[src/rtl/noc_pkg.sv]
// ---------------------------------------------------------------------------
// noc_pkg
//
// Shared definitions for the NoC input-port slice.
//
//   DATA_WIDTH_DEF : default flit width in bits
//   DEST_WIDTH     : width of the destination node index inside a flit
//   DEST_LSB       : bit position of the destination node index
//   hs_state_e     : upstream 4-phase handshake states (IDLE, ACK)
// ---------------------------------------------------------------------------
package noc_pkg;

   localparam int DATA_WIDTH_DEF = 37;

   // Destination node index occupies flit bits [3:0]
   localparam int DEST_WIDTH = 4;
   localparam int DEST_LSB   = 0;

   // IDLE waits for a request; ACK holds the acknowledge until the request drops
   typedef enum logic {
      IDLE = 1'b0,
      ACK  = 1'b1
   } hs_state_e;

endpackage

[src/rtl/noc_fifo.sv]
// ---------------------------------------------------------------------------
// noc_fifo
//
// Flit buffer for one NoC input port. Circular buffer of DEPTH entries with
// wrapping read/write pointers, an occupancy counter one bit wider than the
// pointers, registered read data and registered empty/full flags.
//
// The flags are decoded from the occupancy held before each edge, so they
// lag the counter by one cycle: empty falls on the edge after the first
// write, and full falls on the edge after the pop that made room.
//
// Parameters:
//   DATA_WIDTH : flit width
//   DEPTH      : number of entries, power of two, at least 2
//
// Ports:
//   clk     : clock, all state changes on the rising edge
//   reset   : asynchronous active-low reset
//   wr_en   : push wr_data at the tail (caller guarantees full is low)
//   wr_data : flit to push
//   rd_req  : pop request from the downstream routing stage
//   rd_data : registered head flit from the most recent successful pop
//   empty   : registered, high when the buffer holds no flits
//   full    : registered, high when the buffer holds DEPTH flits
// ---------------------------------------------------------------------------
module noc_fifo
   import noc_pkg::*;
#(
   parameter int DATA_WIDTH = DATA_WIDTH_DEF,
   parameter int DEPTH      = 4
) (
   input  logic                  clk,
   input  logic                  reset,
   input  logic                  wr_en,
   input  logic [DATA_WIDTH-1:0] wr_data,
   input  logic                  rd_req,
   output logic [DATA_WIDTH-1:0] rd_data,
   output logic                  empty,
   output logic                  full
);

   localparam int PTR_W = $clog2(DEPTH);
   localparam int CNT_W = PTR_W + 1;

   localparam logic [PTR_W-1:0] PTR_ONE  = PTR_W'(1);
   localparam logic [CNT_W-1:0] CNT_ONE  = CNT_W'(1);
   localparam logic [CNT_W-1:0] CNT_FULL = CNT_W'(DEPTH);

   logic [DATA_WIDTH-1:0] mem_q [DEPTH];

   logic [PTR_W-1:0]      wr_ptr_q, wr_ptr_d;
   logic [PTR_W-1:0]      rd_ptr_q, rd_ptr_d;
   logic [CNT_W-1:0]      count_q, count_d;
   logic [DATA_WIDTH-1:0] rd_data_q, rd_data_d;
   logic                  empty_q, empty_d;
   logic                  full_q, full_d;
   logic                  pop;

   // Because empty lags the counter, it can still read 0 for one cycle after
   // the last flit left; the counter check keeps a pop in that window from
   // underflowing the buffer.
   always_comb begin
      pop       = rd_req && !empty_q && (count_q != '0);

      wr_ptr_d  = wr_ptr_q;
      rd_ptr_d  = rd_ptr_q;
      rd_data_d = rd_data_q;
      count_d   = count_q;

      if (wr_en) begin
         wr_ptr_d = wr_ptr_q + PTR_ONE;
      end

      if (pop) begin
         rd_ptr_d  = rd_ptr_q + PTR_ONE;
         rd_data_d = mem_q[rd_ptr_q];
      end

      case ({wr_en, pop})
         2'b10:   count_d = count_q + CNT_ONE;
         2'b01:   count_d = count_q - CNT_ONE;
         default: count_d = count_q;
      endcase

      empty_d = (count_q == '0);
      full_d  = (count_q == CNT_FULL);
   end

   // Pointer, counter, flag and read-data registers
   always_ff @(posedge clk or negedge reset) begin
      if (!reset) begin
         wr_ptr_q  <= '0;
         rd_ptr_q  <= '0;
         count_q   <= '0;
         rd_data_q <= '0;
         empty_q   <= 1'b1;
         full_q    <= 1'b0;
      end else begin
         wr_ptr_q  <= wr_ptr_d;
         rd_ptr_q  <= rd_ptr_d;
         count_q   <= count_d;
         rd_data_q <= rd_data_d;
         empty_q   <= empty_d;
         full_q    <= full_d;
      end
   end

   // Storage array; contents are don't-care until written, so no reset
   always_ff @(posedge clk) begin
      if (wr_en) begin
         mem_q[wr_ptr_q] <= wr_data;
      end
   end

   assign rd_data = rd_data_q;
   assign empty   = empty_q;
   assign full    = full_q;

endmodule

[src/rtl/in_port.sv]
// ---------------------------------------------------------------------------
// in_port
//
// NoC router input port. A 4-phase handshake FSM accepts flits from the
// upstream neighbour's output stage and pushes them into a noc_fifo; the
// downstream routing stage pops them with rdreq.
//
// Handshake: in IDLE a request (inr=1) is accepted on the first edge where
// full=0 -- the flit is written and inw rises on that edge. In ACK, inw
// stays high until inr drops, so a long request still writes one flit.
//
// Optional feature (macro IN_PORT_STATS_EN): adds output flit_cnt, a 16-bit
// wrapping count of accepted flits.
//
// Parameters:
//   DATA_WIDTH : flit width, bits [3:0] carry the destination node index
//   DEPTH      : FIFO entries, power of two, at least 2
//
// Ports:
//   clk       : clock
//   reset     : asynchronous active-low reset
//   inr       : request from upstream
//   data_in   : flit from upstream, valid while inr=1
//   inw       : acknowledge to upstream (registered)
//   rdreq     : read strobe from downstream
//   data_fifo : registered FIFO read data
//   empty     : FIFO holds no flits (registered)
//   full      : FIFO holds DEPTH flits (registered)
//   flit_cnt  : accepted-flit counter (IN_PORT_STATS_EN only)
// ---------------------------------------------------------------------------
module in_port
   import noc_pkg::*;
#(
   parameter int DATA_WIDTH = DATA_WIDTH_DEF,
   parameter int DEPTH      = 4
) (
   input  logic                  clk,
   input  logic                  reset,
   input  logic                  inr,
   input  logic [DATA_WIDTH-1:0] data_in,
   output logic                  inw,
   input  logic                  rdreq,
   output logic [DATA_WIDTH-1:0] data_fifo,
   output logic                  empty,
   output logic                  full
`ifdef IN_PORT_STATS_EN
   ,
   output logic [15:0]           flit_cnt
`endif
);

   hs_state_e state_q, state_d;
   logic      inw_q, inw_d;
   logic      wr_en;
   logic      fifo_full;

   // Handshake next-state: the write strobe fires only on the IDLE->ACK
   // transition, which is what limits each handshake to a single flit.
   always_comb begin
      state_d = state_q;
      inw_d   = inw_q;
      wr_en   = 1'b0;

      case (state_q)
         IDLE: begin
            inw_d = 1'b0;
            if (inr && !fifo_full) begin
               wr_en   = 1'b1;
               inw_d   = 1'b1;
               state_d = ACK;
            end
         end
         ACK: begin
            inw_d = 1'b1;
            if (!inr) begin
               inw_d   = 1'b0;
               state_d = IDLE;
            end
         end
         default: begin
            inw_d   = 1'b0;
            state_d = IDLE;
         end
      endcase
   end

   // Handshake state and registered acknowledge
   always_ff @(posedge clk or negedge reset) begin
      if (!reset) begin
         state_q <= IDLE;
         inw_q   <= 1'b0;
      end else begin
         state_q <= state_d;
         inw_q   <= inw_d;
      end
   end

   assign inw  = inw_q;
   assign full = fifo_full;

   noc_fifo #(
      .DATA_WIDTH (DATA_WIDTH),
      .DEPTH      (DEPTH)
   ) u_fifo (
      .clk     (clk),
      .reset   (reset),
      .wr_en   (wr_en),
      .wr_data (data_in),
      .rd_req  (rdreq),
      .rd_data (data_fifo),
      .empty   (empty),
      .full    (fifo_full)
   );

`ifdef IN_PORT_STATS_EN
   logic [15:0] flit_cnt_q, flit_cnt_d;

   // Counts accepted flits; natural 16-bit overflow gives the 0xFFFF -> 0 wrap
   always_comb begin
      flit_cnt_d = flit_cnt_q;
      if (wr_en) begin
         flit_cnt_d = flit_cnt_q + 16'd1;
      end
   end

   always_ff @(posedge clk or negedge reset) begin
      if (!reset) begin
         flit_cnt_q <= '0;
      end else begin
         flit_cnt_q <= flit_cnt_d;
      end
   end

   assign flit_cnt = flit_cnt_q;
`endif

endmodule

[config.mk]
export PLATFORM = sky130hd
export DESIGN_NAME = in_port
export DESIGN_NICKNAME = d
export VERILOG_FILES = /design/src/rtl/noc_pkg.sv /design/src/rtl/noc_fifo.sv /design/src/rtl/in_port.sv
export SDC_FILE = /design/constraint.sdc
export NUM_CORES = 1
export LEC_CHECK = 0
export BUFFER_PORTS_ARGS = -buffer_cell sky130_fd_sc_hd__buf_2
export CORE_MARGIN = 2
export CORE_UTILIZATION = 58
export DETAILED_ROUTE_END_ITERATION = 8
export GPL_TIMING_DRIVEN = 0
export PLACE_DENSITY = 0.79
export SETUP_SLACK_MARGIN = 0.02
export SYNTH_ARGS = -nofsm -noshare
export SYNTH_HDL_FRONTEND = slang
export SYNTH_SLANG_ARGS = --single-unit
[constraint.sdc]
create_clock -name clk -period 2.5 [get_ports clk]
set_clock_uncertainty 0.05 [all_clocks]
set_input_delay 0.75 -clock clk [delete_from_list [all_inputs] [get_ports clk]]
set_output_delay 0.75 -clock clk [all_outputs]
set_load 0.02 [all_outputs]
# Word level (Yosys, flattened, before mapping)

Memory sizes are Yosys's and may differ from the RTL's. A register that Yosys moved wholly into a read port is not among the register bits.
Index checks and enable logic that the tools add are counted.

$add $sub $neg: 4
Eq/ne operators: 3
Mux-type cells: 7
Bitwise logic cells: 1
Reduce and logical (&&, ||, !) cells: 9

Operators by type and width:

| operator                                            | number |
|---|---|
| one-hot mux 3 bit (2 select lines)                  | 1 |
| two-way mux 1 bit                                   | 5 |
| adder 2 x 1 -> 2 bit, second input constant         | 2 |
| adder 3 x 1 -> 3 bit, second input constant         | 1 |
| equality test 3 bit, second input constant          | 1 |
| logical AND 1 bit                                   | 3 |
| zero test 1 bit                                     | 3 |
| zero test 3 bit                                     | 1 |
| nonzero test 3 bit                                  | 1 |
| subtractor 3 x 1 -> 3 bit, second input constant    | 1 |
| equality test 2 x 1 -> 1 bit, second input constant | 1 |
| equality test 2 bit, second input constant          | 1 |
| one-hot mux 1 bit (2 select lines)                  | 1 |
| nonzero test 2 bit                                  | 1 |
| NOT 1 bit                                           | 1 |

Bits in registers: 10
Bits in writable memories: 148
Logic and storage cells: 31
Memories: 1

Memories:

| memory       | words | bits a word | rd ports | clocked after Yosys merged registers in | wr ports | RTL line       | text |
|---|---|---|---|---|---|---|---|
| u_fifo.mem_q | 4     | 37          | 1        | 1                                       | 1        | noc_fifo.sv:49 | `logic [DATA_WIDTH-1:0] mem_q [DEPTH];` |

# Depth between registers and ports, before layout

Depth after elaboration: 6
Gate-level depth with buffers: 10
Depth with buffers taken out: 8

# Cells and area by module

From an unflattened synthesis, not the netlist that was laid out.

Cell total of the unflattened synthesis: 314
Area total of the unflattened synthesis: 7219.4 sq um

Modules (own cells, without submodules):

| module   | instances | cells an instance | area an instance (sq um) | sequential area each (sq um) |
|---|---|---|---|---|
| noc_fifo | 1         | 310               | 7170.6                   | 5596.6 |
| in_port  | 1         | 4                 | 48.8                     | 25.0 |

# Worst setup path after synthesis

No wires, ideal clock.

Path kind: input to register
From: in inr
To: mem u_fifo.mem_q[2][0] in the netlist's numbering (enable)
Setup time: 0.398 ns
Data arrival time: 2.238 ns
Data required time: 2.052 ns
Slack: -0.186 ns
Stages: 2
Cells stage by stage: nor3b_1 > and2_1

Cells in the longest elaborated chain, start to end: 5

RTL lines:

| what                                    | RTL line        | text |
|---|---|---|
| from (decl)                             | in_port.sv:39   | `input logic inr,` |
| logical AND 1 bit                       | in_port.sv:67   | `if (inr && !fifo_full) begin` |
| two-way mux 1 bit                       | in_port.sv:67   |  |
| two-way mux 1 bit                       | in_port.sv:64   | `case (state_q)` |
| two-way mux 1 bit                       | noc_fifo.sv:110 | `if (wr_en) begin` |
| two-way mux 1 bit (not written as such) | noc_fifo.sv:111 | `mem_q[wr_ptr_q] <= wr_data;` |
| to (decl)                               | noc_fifo.sv:49  |  |

Every way passes these cells.

# Worst setup path in the final report

From: reg u_fifo.full_q, in the netlist u_fifo.full
To: mem u_fifo.mem_q[2][3] in the netlist's numbering (enable)

Cells in the longest elaborated chain, start to end: 6

RTL lines:

| what                                    | RTL line        | text |
|---|---|---|
| from (decl)                             | noc_fifo.sv:56  | `logic full_q, full_d;` |
| from (signal assigned)                  | noc_fifo.sv:104 | `full_q <= full_d;` |
| zero test 1 bit                         | in_port.sv:67   |  |
| logical AND 1 bit                       | in_port.sv:67   |  |
| two-way mux 1 bit                       | in_port.sv:67   |  |
| two-way mux 1 bit                       | in_port.sv:64   |  |
| two-way mux 1 bit                       | noc_fifo.sv:110 |  |
| two-way mux 1 bit (not written as such) | noc_fifo.sv:111 |  |

Every way passes these cells.

==> flow_metrics.py <==
metrics = {
    "clock_tree": {
        "cts_hold_repair.buffers": 0,
        "ctsLongestPathBuffers": 2,
        "cts_made_buffers": 17,
        "path_clk_slew_ps": 70,
        "cts_tree": "done",
        "clockRootBuffer": "clkbuf_16",
        "clock_latency_ps": 430,
        "numClockSinks": 195,
        "h_tree_levels": 4,
    },
    "route": {
        "num_vias": 3251,
        "drtIter0Drc": 203,
        "post_drt_via_cell_ratio": 5.45,
        "drt_drc_violations_left": 0,
        "detail_route.wl_per_cell_um": 19.6,
        "drt-total-wl_mm": 11.7,
        "route.antenna.remaining_nets": 0,
        "drtPass1Iterations": 4,
    },
    "finish": {
        "final_net_count": 461,
        "flow.area_growth_from_synthesis_pct": 17.0,
        "fraction_of_final_layout_cells_with_drive_strength_greater_than_1": 0.473,
        "layout.cell_area.non_filler_um2": 8440,
    },
    "power_and_ir_drop": {
        "power.share.switching": 0.286,
        "power_switching_mw": 2.89,
        "p_per_area_nw_per_um2": 1200,
        "power.sequential.fraction": 0.443,
        "power.total_mw": 10.1,
        "vdd_ir_drop_max_uv": 703,
        "power_frac_comb": 0.289,
        "p_leak_nw": 3.08,
        "power.clock.fraction": 0.268,
        "internal-power_mw": 7.22,
    },
    "run_status": {
        "run_status": "complete, but fails checks",
        "failed_checks": "negative setup slack",
    },
    "setup_path": {
        "cp_required_ps": 2490,
        "cpPeakStageDelay_ps": 970,
        "worst-endpoint-arrival_ps": 2560,
        "setup.worst_path.start_class": "flop",
        "critPathKind": "flop to flop",
        "cp_slowest_cell": "and2_2",
        "critical_path_capture_point_type": "flop",
        "critical_path.cell_chain": "nor3b_1 -> and2_2",
        "path_max_fanout": 37,
        "critical-path-top-delay-family": "simple AND/OR/NAND/NOR gates",
        "worstPathBufferInverterCount": 0,
    },
    "logic_synthesis": {
        "syn-instance-count": 314,
        "synthesis.area_per_instance_um2": 23.0,
        "synth.net_count": 361,
        "synth_area_um2": 7210,
        "proportion_of_synthesized_chip_area_in_sequential_cells": 0.779,
        "synth_seq_cells": 195,
        "yosys_warnings": 0,
        "synthDistinctLibCells": 24,
    },
    "timing": {
        "slew_viol_final": 0,
        "max_freq_ghz": 0.389,
        "setup_total_negative_slack_ps": -6270,
        "period_minus_slack_ps": 2570,
        "rsz0062_at_grt": "yes",
        "fin_crit_sh": 1.03,
        "final_hold_viol_count": 0,
        "final-setup-viol-count": 148,
        "max_slew_margin": 0.230,
        "tightestPinTransition_ps": 1150,
        "least_setup_slack_across_all_paths_after_layout_ps": -70.1,
    },
    "floorplan": {
        "fp.dieArea_um2": 13300,
        "io-pin-count": 81,
        "placement_rows": 40,
        "floorplan.initialDensity": 0.598,
        "die_width_um": 116,
        "die-height_um": 116,
        "placeableCoreArea_um2": 12100,
    },
    "global_route": {
        "first_pass_grt_wire_length_mm": 18.7,
        "groute.layer.met2.usage": 0.315,
        "gr-usage-met1": 0.259,
        "grt_max_degree": 48,
        "grt_overflow": 0,
        "global_route.usage.met3": 0.0575,
        "grt_usage": 0.198,
        "antenna_found_initial": 1,
        "number_of_global_route_vias_before_repair": 3533,
        "grt-busiest-layer": "met2",
    },
    "place": {
        "place_congestion": 0.685,
        "hpwlAfterDp_mm": 6.78,
        "port-buffer-count": 80,
        "post_dp_cell_area_um2": 7830,
    },
    "hold_path": {
        "worstHoldPathType": "flop to flop",
    },
    "run": {
        "cap_violations": 0,
    },
}
[per-stage QoR]
| step | worst slack (ps) | hold slack, ps | utilization | cells |
|---|---|---|---|---|
| after detailed placement | -532 | 374 | 0.649 | 562 |
| after floorplan | 91.3 | 353 | - | 314 |
| final | -70.1 | 384 | 0.700 | 596 |
| after global routing | -308 | 406 | 0.699 | 595 |
| after global placement | -455 | 363 | 0.649 | 562 |
| after CTS | -125 | 387 | 0.699 | 594 |
[routing by layer]
layer  wire [um]  up-vias
met4         227        0
li1            -     1466
met1        5030     1691
met5           0        -
met3         542       19
met2        5890       75
[cell families after synthesis]
kind of cell,count (synthesis),share of synthesized area
AOI/OAI and AO/OA,2,0.00173
xor gates and xnor gates,6,0.00728
adders and majority gates,6,0.0114
buffers and inverters,19,0.0144
DFF,195,0.779
muxes,75,0.175
and+or+nand+nor,11,0.0113
[timing repair]
| action | 4_1_cts | 5_1_grt |
|---|---|---|
| pin swaps | 0 | 1 |
| endpoints found under the setup margin | 149 | 149 |
| buffers inserted | 0 | 1 |
| cloned | 0 | 0 |
| resized for setup | 1 | 1 |
[worst paths after layout]
| path | from | endpoint | depth (start not counted) | slack [ps] |
|---|---|---|---|---|
| max | u_fifo.full | u_fifo.mem_q[2][3] | 2 | -70 |
| min in group asynchronous | reset | u_fifo.rd_data[23] | 1 | 510 |
| max reg2reg | u_fifo.full | u_fifo.mem_q[2][3] | 2 | -70 |
| min | u_fifo.count_q[1] | u_fifo.empty | 1 | 380 |
| max in group asynchronous | reset | u_fifo.rd_data[12] | 1 | 1190 |
| min reg2reg | u_fifo.count_q[1] | u_fifo.empty | 1 | 380 |
[power groups by stage]
| stage | registers [mW] | clock network (mW) | logic (mW) |
|---|---|---|---|
| global route | 4.55 | 2.85 | 3.21 |
| CTS | 4.49 | 2.74 | 2.99 |
| floorplan | 4.90 | 0 | 1.75 |
| global placement | 4.51 | 0 | 2.90 |
| finish | 4.48 | 2.71 | 2.93 |
| detailed placement | 4.55 | 0 | 2.98 |
[synthesized netlist by cell type, drive strengths merged]
library cell / count / area share
a21boi: 1 / 0.0010
mux4: 37 / 0.12
and3: 1 / 0.00087
nor3: 1 / 0.0014
dfstp: 1 / 0.0036
nor3b: 2 / 0.0028
dfrtp: 46 / 0.16
and2: 4 / 0.0035
nor2: 1 / 0.00052
nand2: 1 / 0.00052
fa: 1 / 0.0028
ha: 5 / 0.0087
clkbuf: 1 / 0.00052
mux2: 37 / 0.058
xnor2: 2 / 0.0024
o21ai: 1 / 0.00069
buf: 11 / 0.010
edfxtp: 148 / 0.62
xor2: 4 / 0.0049
inv: 7 / 0.0036
and4bb: 1 / 0.0017
mux2i: 1 / 0.0014
[cell type report]
type / instances / area (um2)
flip-flops and latches: 195 / 5620
well taps: 168 / 210
multi-input cells: 100 / 1490
diodes: 1 / 2.50
plain buffers: 12 / 83.8
clock inverters: 12 / 136
fillers: 759 / 3620
inverters: 7 / 26.3
clock buffers: 20 / 457
repair buffers: 81 / 408
[state kept, by name (all words and copies together), names as in the netlist]
name             count
inw                  1
u_fifo.mem_q       148
u_fifo.wr_ptr_q      2
u_fifo.rd_data      37
u_fifo.empty         1
u_fifo.full          1
u_fifo.count_q       3
u_fifo.rd_ptr_q      2
[layout by cell type (no fill, tap or decap), drive strengths merged]
cell type  synthesis  layout
mux4              37      37
xnor2              2       2
diode              0       1
nor3               1       1
mux2i              1       1
o21ai              1       1
clkinv             0       7
nand2              1       1
a21boi             1       1
inv                7       7
clkbuf             1      21
nor2               1       1
edfxtp           148     148
xor2               4       4
bufinv             0       3
mux2              37      37
ha                 5       5
and4bb             1       1
clkinvlp           0       2
buf               11      92
dfstp              1       1
nor3b              2       2
and3               1       1
and2               4       4
fa                 1       1
dfrtp             46      46
(Power assumes the default switching activity.)
